<file path="config.mk">
export PLATFORM = sky130hd
export DESIGN_NAME = issue_queue_wakeup
export DESIGN_NICKNAME = d
export VERILOG_FILES = /design/src/rtl/iq_pkg.sv /design/src/rtl/iq_entry.sv /design/src/rtl/issue_queue_wakeup.sv
export SDC_FILE = /design/constraint.sdc
export NUM_CORES = 1
export LEC_CHECK = 0
export CORE_MARGIN = 5
export CORE_UTILIZATION = 56
export CTS_CLUSTER_DIAMETER = 60
export DETAILED_ROUTE_END_ITERATION = 6
export PLACE_DENSITY_LB_ADDON = 0.08
export SLEW_MARGIN = 20
export SYNTH_ARGS = -nofsm -noshare
export SYNTH_HDL_FRONTEND = slang
export SYNTH_SLANG_ARGS = --single-unit
</file>
<file path="constraint.sdc">
create_clock -name clk_i -period 3.4 [get_ports clk_i]
set_input_delay 0.51 -clock clk_i [delete_from_list [all_inputs] [get_ports clk_i]]
set_output_delay 0.51 -clock clk_i [all_outputs]
set_load 0.01 [all_outputs]
</file>
<file path="src/rtl/iq_pkg.sv">
// rtl/iq_pkg.sv - shared widths, entry record and wakeup tag compare for the issue queue
package iq_pkg;

  localparam int IQ_TAG_W    = 6;
  localparam int IQ_PAY_W    = 32;
  localparam int IQ_WB_PORTS = 2;

  // One issue-queue slot; index 0 of rdy/tag is source 1, index 1 is source 2.
  typedef struct packed {
    logic                     valid;
    logic [1:0]               rdy;
    logic [1:0][IQ_TAG_W-1:0] tag;
    logic [IQ_TAG_W-1:0]      dst;
    logic [IQ_PAY_W-1:0]      payload;
  } iq_entry_t;

  // True when any valid writeback port broadcasts the given tag.
  function automatic logic tag_match(
    input logic [IQ_WB_PORTS-1:0]          wb_valid,
    input logic [IQ_WB_PORTS*IQ_TAG_W-1:0] wb_tag,
    input logic [IQ_TAG_W-1:0]             tag
  );
    logic hit;
    hit = 1'b0;
    for (int k = 0; k < IQ_WB_PORTS; k++) begin
      if (wb_valid[k] && (wb_tag[k*IQ_TAG_W +: IQ_TAG_W] == tag)) begin
        hit = 1'b1;
      end
    end
    return hit;
  endfunction

endpackage

</file>
<file path="src/rtl/iq_entry.sv">
// rtl/iq_entry.sv - one issue-queue slot with wakeup compare, write port and clear-on-grant
module iq_entry
  import iq_pkg::*;
(
  input  logic                          clk,
  input  logic                          rst_n,
  input  logic                          flush,
  input  logic                          wr_en,
  input  logic [1:0]                    wr_rdy,
  input  logic [1:0][IQ_TAG_W-1:0]      wr_tag,
  input  logic [IQ_TAG_W-1:0]           wr_dst,
  input  logic [IQ_PAY_W-1:0]           wr_payload,
  input  logic [IQ_WB_PORTS-1:0]        wb_valid,
  input  logic [IQ_WB_PORTS*IQ_TAG_W-1:0] wb_tag,
  input  logic                          grant,
  output logic                          valid,
  output logic                          req,
  output logic [IQ_TAG_W-1:0]           dst,
  output logic [IQ_PAY_W-1:0]           payload
);

  iq_entry_t  ent;
  logic [1:0] wr_hit;
  logic [1:0] wake_hit;
  logic       issue;

  // Broadcast compares: against incoming tags for the dispatch bypass, against
  // stored tags for ordinary wakeup.
  always_comb begin
    wr_hit   = '0;
    wake_hit = '0;
    for (int s = 0; s < 2; s++) begin
      wr_hit[s]   = tag_match(wb_valid, wb_tag, wr_tag[s]);
      wake_hit[s] = tag_match(wb_valid, wb_tag, ent.tag[s]);
    end
  end

  // Request depends on stored state only, so wb/dispatch never reach the select tree combinationally.
  assign req     = ent.valid & ent.rdy[0] & ent.rdy[1];
  assign issue   = grant & req;
  assign valid   = ent.valid;
  assign dst     = ent.dst;
  assign payload = ent.payload;

  // Slot state: flush beats everything, a write fills a free slot, otherwise wake up and free on grant.
  always_ff @(posedge clk or negedge rst_n) begin
    if (!rst_n) begin
      ent <= '0;
    end else if (flush) begin
      ent.valid <= 1'b0;
      ent.rdy   <= '0;
    end else if (wr_en) begin
      ent.valid   <= 1'b1;
      ent.rdy     <= wr_rdy | wr_hit;
      ent.tag     <= wr_tag;
      ent.dst     <= wr_dst;
      ent.payload <= wr_payload;
    end else if (ent.valid) begin
      if (issue) begin
        ent.valid <= 1'b0;
        ent.rdy   <= '0;
      end else begin
        ent.rdy <= ent.rdy | wake_hit;
      end
    end
  end

endmodule

</file>
<file path="src/rtl/issue_queue_wakeup.sv">
// rtl/issue_queue_wakeup.sv - issue-queue entry array feeding the select tree, with registered issue port
module issue_queue_wakeup
  import iq_pkg::*;
#(
  parameter int DEPTH    = 8,           // one select quad per 4 entries; keep a multiple of 4
  parameter int TAG_W    = IQ_TAG_W,
  parameter int PAY_W    = IQ_PAY_W,
  parameter int WB_PORTS = IQ_WB_PORTS
) (
  input  logic                      clk_i,
  input  logic                      rst_n_i,
  input  logic                      flush_i,
  input  logic                      disp_valid_i,
  output logic                      disp_ready_o,
  input  logic [TAG_W-1:0]          disp_src1_tag_i,
  input  logic                      disp_src1_rdy_i,
  input  logic [TAG_W-1:0]          disp_src2_tag_i,
  input  logic                      disp_src2_rdy_i,
  input  logic [TAG_W-1:0]          disp_dst_tag_i,
  input  logic [PAY_W-1:0]          disp_payload_i,
  input  logic [WB_PORTS-1:0]       wb_valid_i,
  input  logic [WB_PORTS*TAG_W-1:0] wb_tag_i,
  output logic [DEPTH-1:0]          req_o,
  input  logic [DEPTH-1:0]          grant_i,
  output logic                      issue_valid_o,
  output logic [TAG_W-1:0]          issue_dst_tag_o,
  output logic [PAY_W-1:0]          issue_payload_o
);

  logic [DEPTH-1:0] valid;
  logic [DEPTH-1:0] alloc;
  logic [DEPTH-1:0] grant_eff;
  logic             disp_fire;
  logic             any_grant;
  logic [TAG_W-1:0] ent_dst     [DEPTH];
  logic [PAY_W-1:0] ent_payload [DEPTH];
  logic [TAG_W-1:0] sel_dst;
  logic [PAY_W-1:0] sel_payload;

  // Ready reflects current occupancy only; a slot freed by this cycle's grant counts from next cycle.
  assign disp_ready_o = |(~valid);
  assign disp_fire    = disp_valid_i & disp_ready_o & ~flush_i;

  // Lowest-index free slot receives the dispatched instruction.
  always_comb begin
    logic found;
    alloc = '0;
    found = 1'b0;
    for (int i = 0; i < DEPTH; i++) begin
      if (!valid[i] && !found) begin
        alloc[i] = 1'b1;
        found    = 1'b1;
      end
    end
  end

  // Grants to idle slots are dropped here so they neither free a slot nor produce an issue.
  assign grant_eff = grant_i & req_o;
  assign any_grant = |grant_eff;

  for (genvar i = 0; i < DEPTH; i++) begin : g_entry
    iq_entry u_entry (
      .clk        (clk_i),
      .rst_n      (rst_n_i),
      .flush      (flush_i),
      .wr_en      (disp_fire & alloc[i]),
      .wr_rdy     ({disp_src2_rdy_i, disp_src1_rdy_i}),
      .wr_tag     ({disp_src2_tag_i, disp_src1_tag_i}),
      .wr_dst     (disp_dst_tag_i),
      .wr_payload (disp_payload_i),
      .wb_valid   (wb_valid_i),
      .wb_tag     (wb_tag_i),
      .grant      (grant_i[i]),
      .valid      (valid[i]),
      .req        (req_o[i]),
      .dst        (ent_dst[i]),
      .payload    (ent_payload[i])
    );
  end

  // AND-OR mux keyed by the one-hot grant picks the issuing slot's destination and payload.
  always_comb begin
    sel_dst     = '0;
    sel_payload = '0;
    for (int i = 0; i < DEPTH; i++) begin
      if (grant_eff[i]) begin
        sel_dst     = sel_dst | ent_dst[i];
        sel_payload = sel_payload | ent_payload[i];
      end
    end
  end

  // Issue registers: valid pulses once per grant; tag and payload hold between issues.
  always_ff @(posedge clk_i or negedge rst_n_i) begin
    if (!rst_n_i) begin
      issue_valid_o   <= 1'b0;
      issue_dst_tag_o <= '0;
      issue_payload_o <= '0;
    end else if (flush_i) begin
      issue_valid_o <= 1'b0;
    end else begin
      issue_valid_o <= any_grant;
      if (any_grant) begin
        issue_dst_tag_o <= sel_dst;
        issue_payload_o <= sel_payload;
      end
    end
  end

  // A well-formed select tree never grants more than one slot per cycle.
  assert property (@(posedge clk_i) disable iff (!rst_n_i) $onehot0(grant_i));

endmodule

</file>
==> results.yml, run 1 <==
status:
  run_status: "complete, but fails checks"
  violations: "negative hold slack"
sta:
  max_slew_margin: 0.296
  final-setup-viol-count: 0
  rsz0062_at_grt: "no"
  fin_crit_sh: 0.799
  fmax_mhz: 368
  worst_pin_slew_ps: 1060
  setup_tns_ps: 0
  final_hold_viol_count: 19
  fin_skew_ps: 11.7
  holdWs_ps: -41.2
  post-route-min-period_ps: 2720
  slew_viol_final: 0
synth:
  synth_ff_type: "dfrtp_1"
  synth.area.top_cells: "dfrtp_1 53%, mux2_2 13%, nand2_1 7.6%"
  synth_top_area_frac: 0.529
  synth.distinct_cells: 49
  synthArstFlopShare: 1.00
  synth_edf_count: 0
  synthMostInstantiatedCell: "dfrtp_1"
  synthTopCellsByCount: "463 x dfrtp_1, 445 x nand2_1, 246 x mux2_2"
  synth_largest_area_cell: "dfrtp_1"
  avgSynthCellArea_um2: 11.2
  ys_seq_area_frac: 0.529
  yosysWarnings: 0
  synth_seq_cells: 463
  syn-num-nets: 2039
  syn_inst: 1961
  synthesis.area_um2: 21900
global_route:
  grt_overflow: 0
  antenna_found_initial: 1
  grt_max_degree: 91
  grt_pass1_vias: 16590
  grt_usage: 0.292
  grt_pass1_wl_um: 99100
min_path:
  hp-class: "in -> async"
drt:
  ant_nets: 0
  drtIter0Drc: 1222
  drc: 0
  wire_per_inst_um: 24.2
  firstDrtPassIters: 5
  drt-total-wl_um: 63200
  num_vias: 15961
  post_drt_via_cell_ratio: 6.12
critical_path:
  start_kind: "register"
  path_class: "reg -> out"
  crit_fanout: 10
  worstPathArrival_ps: 2210
  critPathCaptureType: "output port"
  cp_data_required_time_ps: 2890
floorplanning:
  initial_core_util: 0.566
  core-area_um2: 38600
  die_area_um2: 43100
  rows: 72
  die_h_um: 208
  die_width_um: 208
  io_pins: 126
clock_tree:
  htreeDepth: 2
  clk_pin_slew_worst_paths_ps: 70
  cts_setup_buffers: 0
  cts_tree: "done"
  numCtsBuffers: 49
  clk_latency_ps: 580
  root_buffer: "clkbuf_16"
  postCtsHoldBufs: 0
  ctsResizeCount: 0
  clockBufferDepth: 3
  cts.sinks: 463
power_and_ir_drop:
  p_int_mw: 9.77
  p_seq_frac: 0.486
  p_sw_mw: 3.28
  p_sw_frac: 0.251
  ir_worst_vdd_mv: 0.479
  leakagePower_nw: 11.8
  clockPowerShare: 0.399
  p_per_area_nw_per_um2: 516
  p_comb_frac: 0.115
cells_and_area:
  synthToLayoutAreaGrowth_pct: 15.7
  drive_gt1_frac: 0.202
  fin_nets: 2131
  fin_util: 0.655
placed_design:
  globalplace.congestion: 0.905
  io_buffers: 125
  place_hpwl_um: 38500
flow_run:
  drv_cap: 0
==> layer usage <==
metal / up-vias / track usage / part of all wire
li1: 7021 / - / -
met3: 140 / 0.0624 / 0.080
met5: - / 0 / 0
met4: 0 / 0.0883 / 0.029
met1: 8174 / 0.420 / 0.44
met2: 626 / 0.450 / 0.46
==> power by group through the flow <==
stage	Combinational [mW]	Sequential (mW)	Clock, mW
after detailed placement	1.50	6.44	0
after global routing	1.64	6.40	5.54
after CTS	1.51	6.34	5.29
after global placement	1.46	6.42	0
final	1.50	6.34	5.20
after floorplan	0.809	6.37	0
==> sequential cells by signal (all words and copies together), names as in the netlist <==
signal,flops
g_entry.u_entry.dst,48
g_entry.u_entry.ent,112
g_entry.u_entry.payload,256
g_entry.u_entry.valid,8
issue_dst_tag_o,6
issue_payload_o,32
issue_valid_o,1
==> area by class of cell <==
class / instances / area, um2
clock buffer: 76 / 1410
antenna: 1 / 2.50
clock inverter: 13 / 140
sequential: 463 / 11600
fill: 3006 / 13300
tap: 518 / 648
timing repair buffer: 204 / 2050
inverter: 1 / 3.75
multi-input combinational: 1334 / 9470
==> per-stage QoR <==
step | area, um2 | hold slack [ps] | power, mW | cells | worst slack (ps)
floorplan | 21900 | 214 | 7.18 | 1961 | 1550
global placement | 23800 | 457 | 7.88 | 2520 | 558
detailed placement | 23800 | 463 | 7.94 | 2520 | 529
CTS | 25300 | 0.277 | 13.1 | 2609 | 671
global route | 25300 | 26.4 | 13.6 | 2609 | 626
finish | 25300 | -41.2 | 13.0 | 2610 | 684
==> worst paths after layout <==
check | startpoint | to | slack (ps) | cells past startpoint
setup / recovery | g_entry[1].u_entry.valid | disp_ready_o | 680 | 3
hold / removal | rst_n_i | g_entry[3].u_entry.valid | -40 | 1
setup reg to reg | g_entry[7].u_entry.valid | issue_dst_tag_o[0] | 1000 | 5
hold reg to reg | g_entry[5].u_entry.payload[3] | g_entry[5].u_entry.payload[3] | 470 | 2
max in group asynchronous | rst_n_i | issue_payload_o[22] | 2530 | 2
min in group clk_i | g_entry[5].u_entry.payload[3] | g_entry[5].u_entry.payload[3] | 470 | 2
==> worst max-delay path, stage by stage (launching register included) <==
cell	delay, ps
dfrtp_1	590
and4_4	360
nand3_1	140
clkdlybuf4s50_1	530
==> cell families (layout without fill, tap and decap cells) <==
kind of cell | count (synthesis) | after routing | share of synthesized area
other cells | 0 | 1 | 0
mux | 254 | 254 | 0.131
flops | 463 | 463 | 0.529
buf+inv | 164 | 294 | 0.0404
xor+xnor | 216 | 216 | 0.0865
compound gates | 243 | 243 | 0.0877
simple gates | 621 | 621 | 0.125
==> placed cells by master, fill, tap and decap left out, drive strengths merged, types with 6 or more instances in the layout <==
| master | count |
|---|---|
| a21oi | 12 |
| and4 | 9 |
| o21ai | 17 |
| clkdlybuf4s50 | 124 |
| xor2 | 114 |
| clkbuf | 76 |
| nor2 | 43 |
| nand2b | 7 |
| a31oi | 39 |
| dfrtp | 463 |
| or4 | 7 |
| nand3 | 12 |
| a22o | 76 |
| and3 | 9 |
| a221oi | 76 |
| mux2 | 254 |
| nand2 | 446 |
| nor3 | 15 |
| buf | 80 |
| nor4 | 38 |
| nand4 | 18 |
| o22ai | 11 |
| xnor2 | 102 |
| clkinv | 6 |
| or3 | 9 |
Power figures use the tool's default switching activity.
==> run 2, diff against run 1 <==
==> constraint.sdc (replaced) <==
create_clock -name clk_i -period 2.5 [get_ports clk_i]
set_input_delay 0.375 -clock clk_i [delete_from_list [all_inputs] [get_ports clk_i]]
set_output_delay 0.375 -clock clk_i [all_outputs]
set_load 0.01 [all_outputs]
==> results.yml, run 2 (synthesis results as in run 1) <==
critical_path:
  cp_data_required_time_ps: 2120
  path_class: "reg -> out"
  crit_fanout: 8
  start_kind: "register"
  critPathCaptureType: "output port"
  worstPathArrival_ps: 2060
drt:
  wire_per_inst_um: 24.1
  firstDrtPassIters: 5
  drt-total-wl_um: 63700
  post_drt_via_cell_ratio: 6.09
  num_vias: 16077
  drtIter0Drc: 1273
  ant_nets: 0
  drc: 0
sta:
  fin_skew_ps: 32.3
  final_hold_viol_count: 0
  setup_tns_ps: 0
  fin_crit_sh: 0.975
  rsz0062_at_grt: "no"
  max_slew_margin: 0.533
  post-route-min-period_ps: 2440
  setup_slack_ps: 62.4
  final-setup-viol-count: 0
  fmax_mhz: 410
  slew_viol_final: 0
  holdWs_ps: 347
  worst_pin_slew_ps: 701
cells_and_area:
  largest_register_ffs: 256
  largest-register: "g_entry.u_entry.payload"
  synthToLayoutAreaGrowth_pct: 18.4
  layoutNonFillerInstCount: 2641
  fillerInstances: 2925
  final_common_cell: "dfrtp_1"
  drive_gt1_frac: 0.219
  seqCellArea_um2: 11600
  multiInputGateArea_um2: 9470
  fin_util: 0.670
  mostFrequentLayoutCells: "462 x dfrtp_1, 445 x nand2_1, 246 x mux2_2"
  top_regs: "g_entry.u_entry.payload: 256 flops, g_entry.u_entry.ent: 112 flops, g_entry.u_entry.dst: 48 flops"
  fin_nets: 2168
clock_tree:
  numCtsBuffers: 49
  htreeDepth: 2
  clk_latency_ps: 600
  clockBufferDepth: 3
  cts.sinks: 463
  root_buffer: "clkbuf_16"
  cts_tree: "done"
  clk_pin_slew_worst_paths_ps: 60
  cts_setup_buffers: 0
power_and_ir_drop:
  p_per_area_nw_per_um2: 698
  clockPowerShare: 0.407
  ir_worst_vdd_mv: 0.592
  leakagePower_nw: 12.1
  p_seq_frac: 0.476
  p_comb_frac: 0.117
  p_sw_frac: 0.245
  p_sw_mw: 4.44
  p_int_mw: 13.7
placed_design:
  io_buffers: 125
  place_hpwl_um: 39600
  dp_slack_ps: 84.9
  place_inst: 2556
  globalplace.congestion: 0.871
global_route:
  grt.met3_usage: 0.0564
  grt_usage: 0.292
  gr-usage-met1: 0.424
  grt_pass1_vias: 16570
  top_usage_layer: "met2"
  antenna_found_initial: 1
  grt_max_degree: 78
  grt_overflow: 0
  grt_pass1_wl_um: 99500
  met2_usage: 0.452
floorplanning:
  die_width_um: 208
  die_area_um2: 43100
  initial_core_util: 0.566
  die_h_um: 208
  core-area_um2: 38600
  rows: 72
  io_pins: 126
min_path:
  hp-class: "in -> async"
flow_run:
  drv_cap: 0
status:
  run_status: "finished clean"
[run 2: cell count changes in the layout (fill, tap and decap cells not counted)]
cell / delta
buf_12: +19
buf_4: +17
clkbuf_1: -10
clkbuf_8: +6
clkinvlp_4: -4
bufinv_16: +2
clkinv_2: +1
dfrtp_1: -1
dfrtp_2: +1
dlygate4sd3_1: +1
inv_6: -1
[run 2: final cells by class]
class / instances / share of cell area
clock buffer: 72 / 0.0561
timing repair buffer: 241 / 0.0991
clock inverter: 11 / 0.00643
inverter: 1 / 0.000145
multi-input combinational: 1334 / 0.366
sequential: 463 / 0.447
tap: 518 / 0.0250
antenna: 1 / 0.0000966
[run 2: worst paths after layout]
| check | from | to | slack, ps | cells after the start |
|---|---|---|---|---|
| worst max-delay path | g_entry[3].u_entry.valid | disp_ready_o | 60 | 3 |
| worst min-delay path | rst_n_i | g_entry[3].u_entry.ent[40] | 350 | 2 |
| worst max register to register | g_entry[3].u_entry.valid | g_entry[7].u_entry.payload[11] | 480 | 5 |
| worst min register to register | g_entry[6].u_entry.payload[14] | g_entry[6].u_entry.payload[14] | 480 | 2 |
| max in group asynchronous | rst_n_i | issue_payload_o[5] | 1310 | 3 |
| min in group clk_i | g_entry[6].u_entry.payload[14] | g_entry[6].u_entry.payload[14] | 480 | 2 |
[run 2: power by group through the flow]
| stage | combinational, mW | sequential [mW] | clock [mW] |
|---|---|---|---|
| 2_1_floorplan | 1.10 | 8.67 | 0 |
| 3_3_place_gp | 2.04 | 8.71 | 0 |
| 3_5_place_dp | 2.10 | 8.75 | 0 |
| 4_1_cts | 2.12 | 8.62 | 7.47 |
| 5_1_grt | 2.29 | 8.70 | 7.77 |
| 6_report | 2.11 | 8.62 | 7.37 |
[run 2: repair_timing]
action	CTS	global route
resized for setup	0	1
hold buffers	1	0
endpoints found under the setup margin	0	1
hold endpoints to repair	44	0
[run 2: worst max-delay path: stages (launching register included)]
cell	delay (ps)
dfrtp_1	530
and4_4	330
nand3_1	120
clkdlybuf4s50_1	500
[run 2: through the flow]
stage	power (mW)	instance area, um2
2_1_floorplan	9.77	21900
3_3_place_gp	10.8	24300
3_5_place_dp	10.8	24300
4_1_cts	18.2	25900
5_1_grt	18.8	25900
6_report	18.1	25900
[run 2: metal layers]
layer / vias up / routed length, um
met5: - / 0
met4: 0 / 1870
met3: 144 / 5160
met2: 642 / 29300
met1: 8209 / 27400
li1: 7082 / -
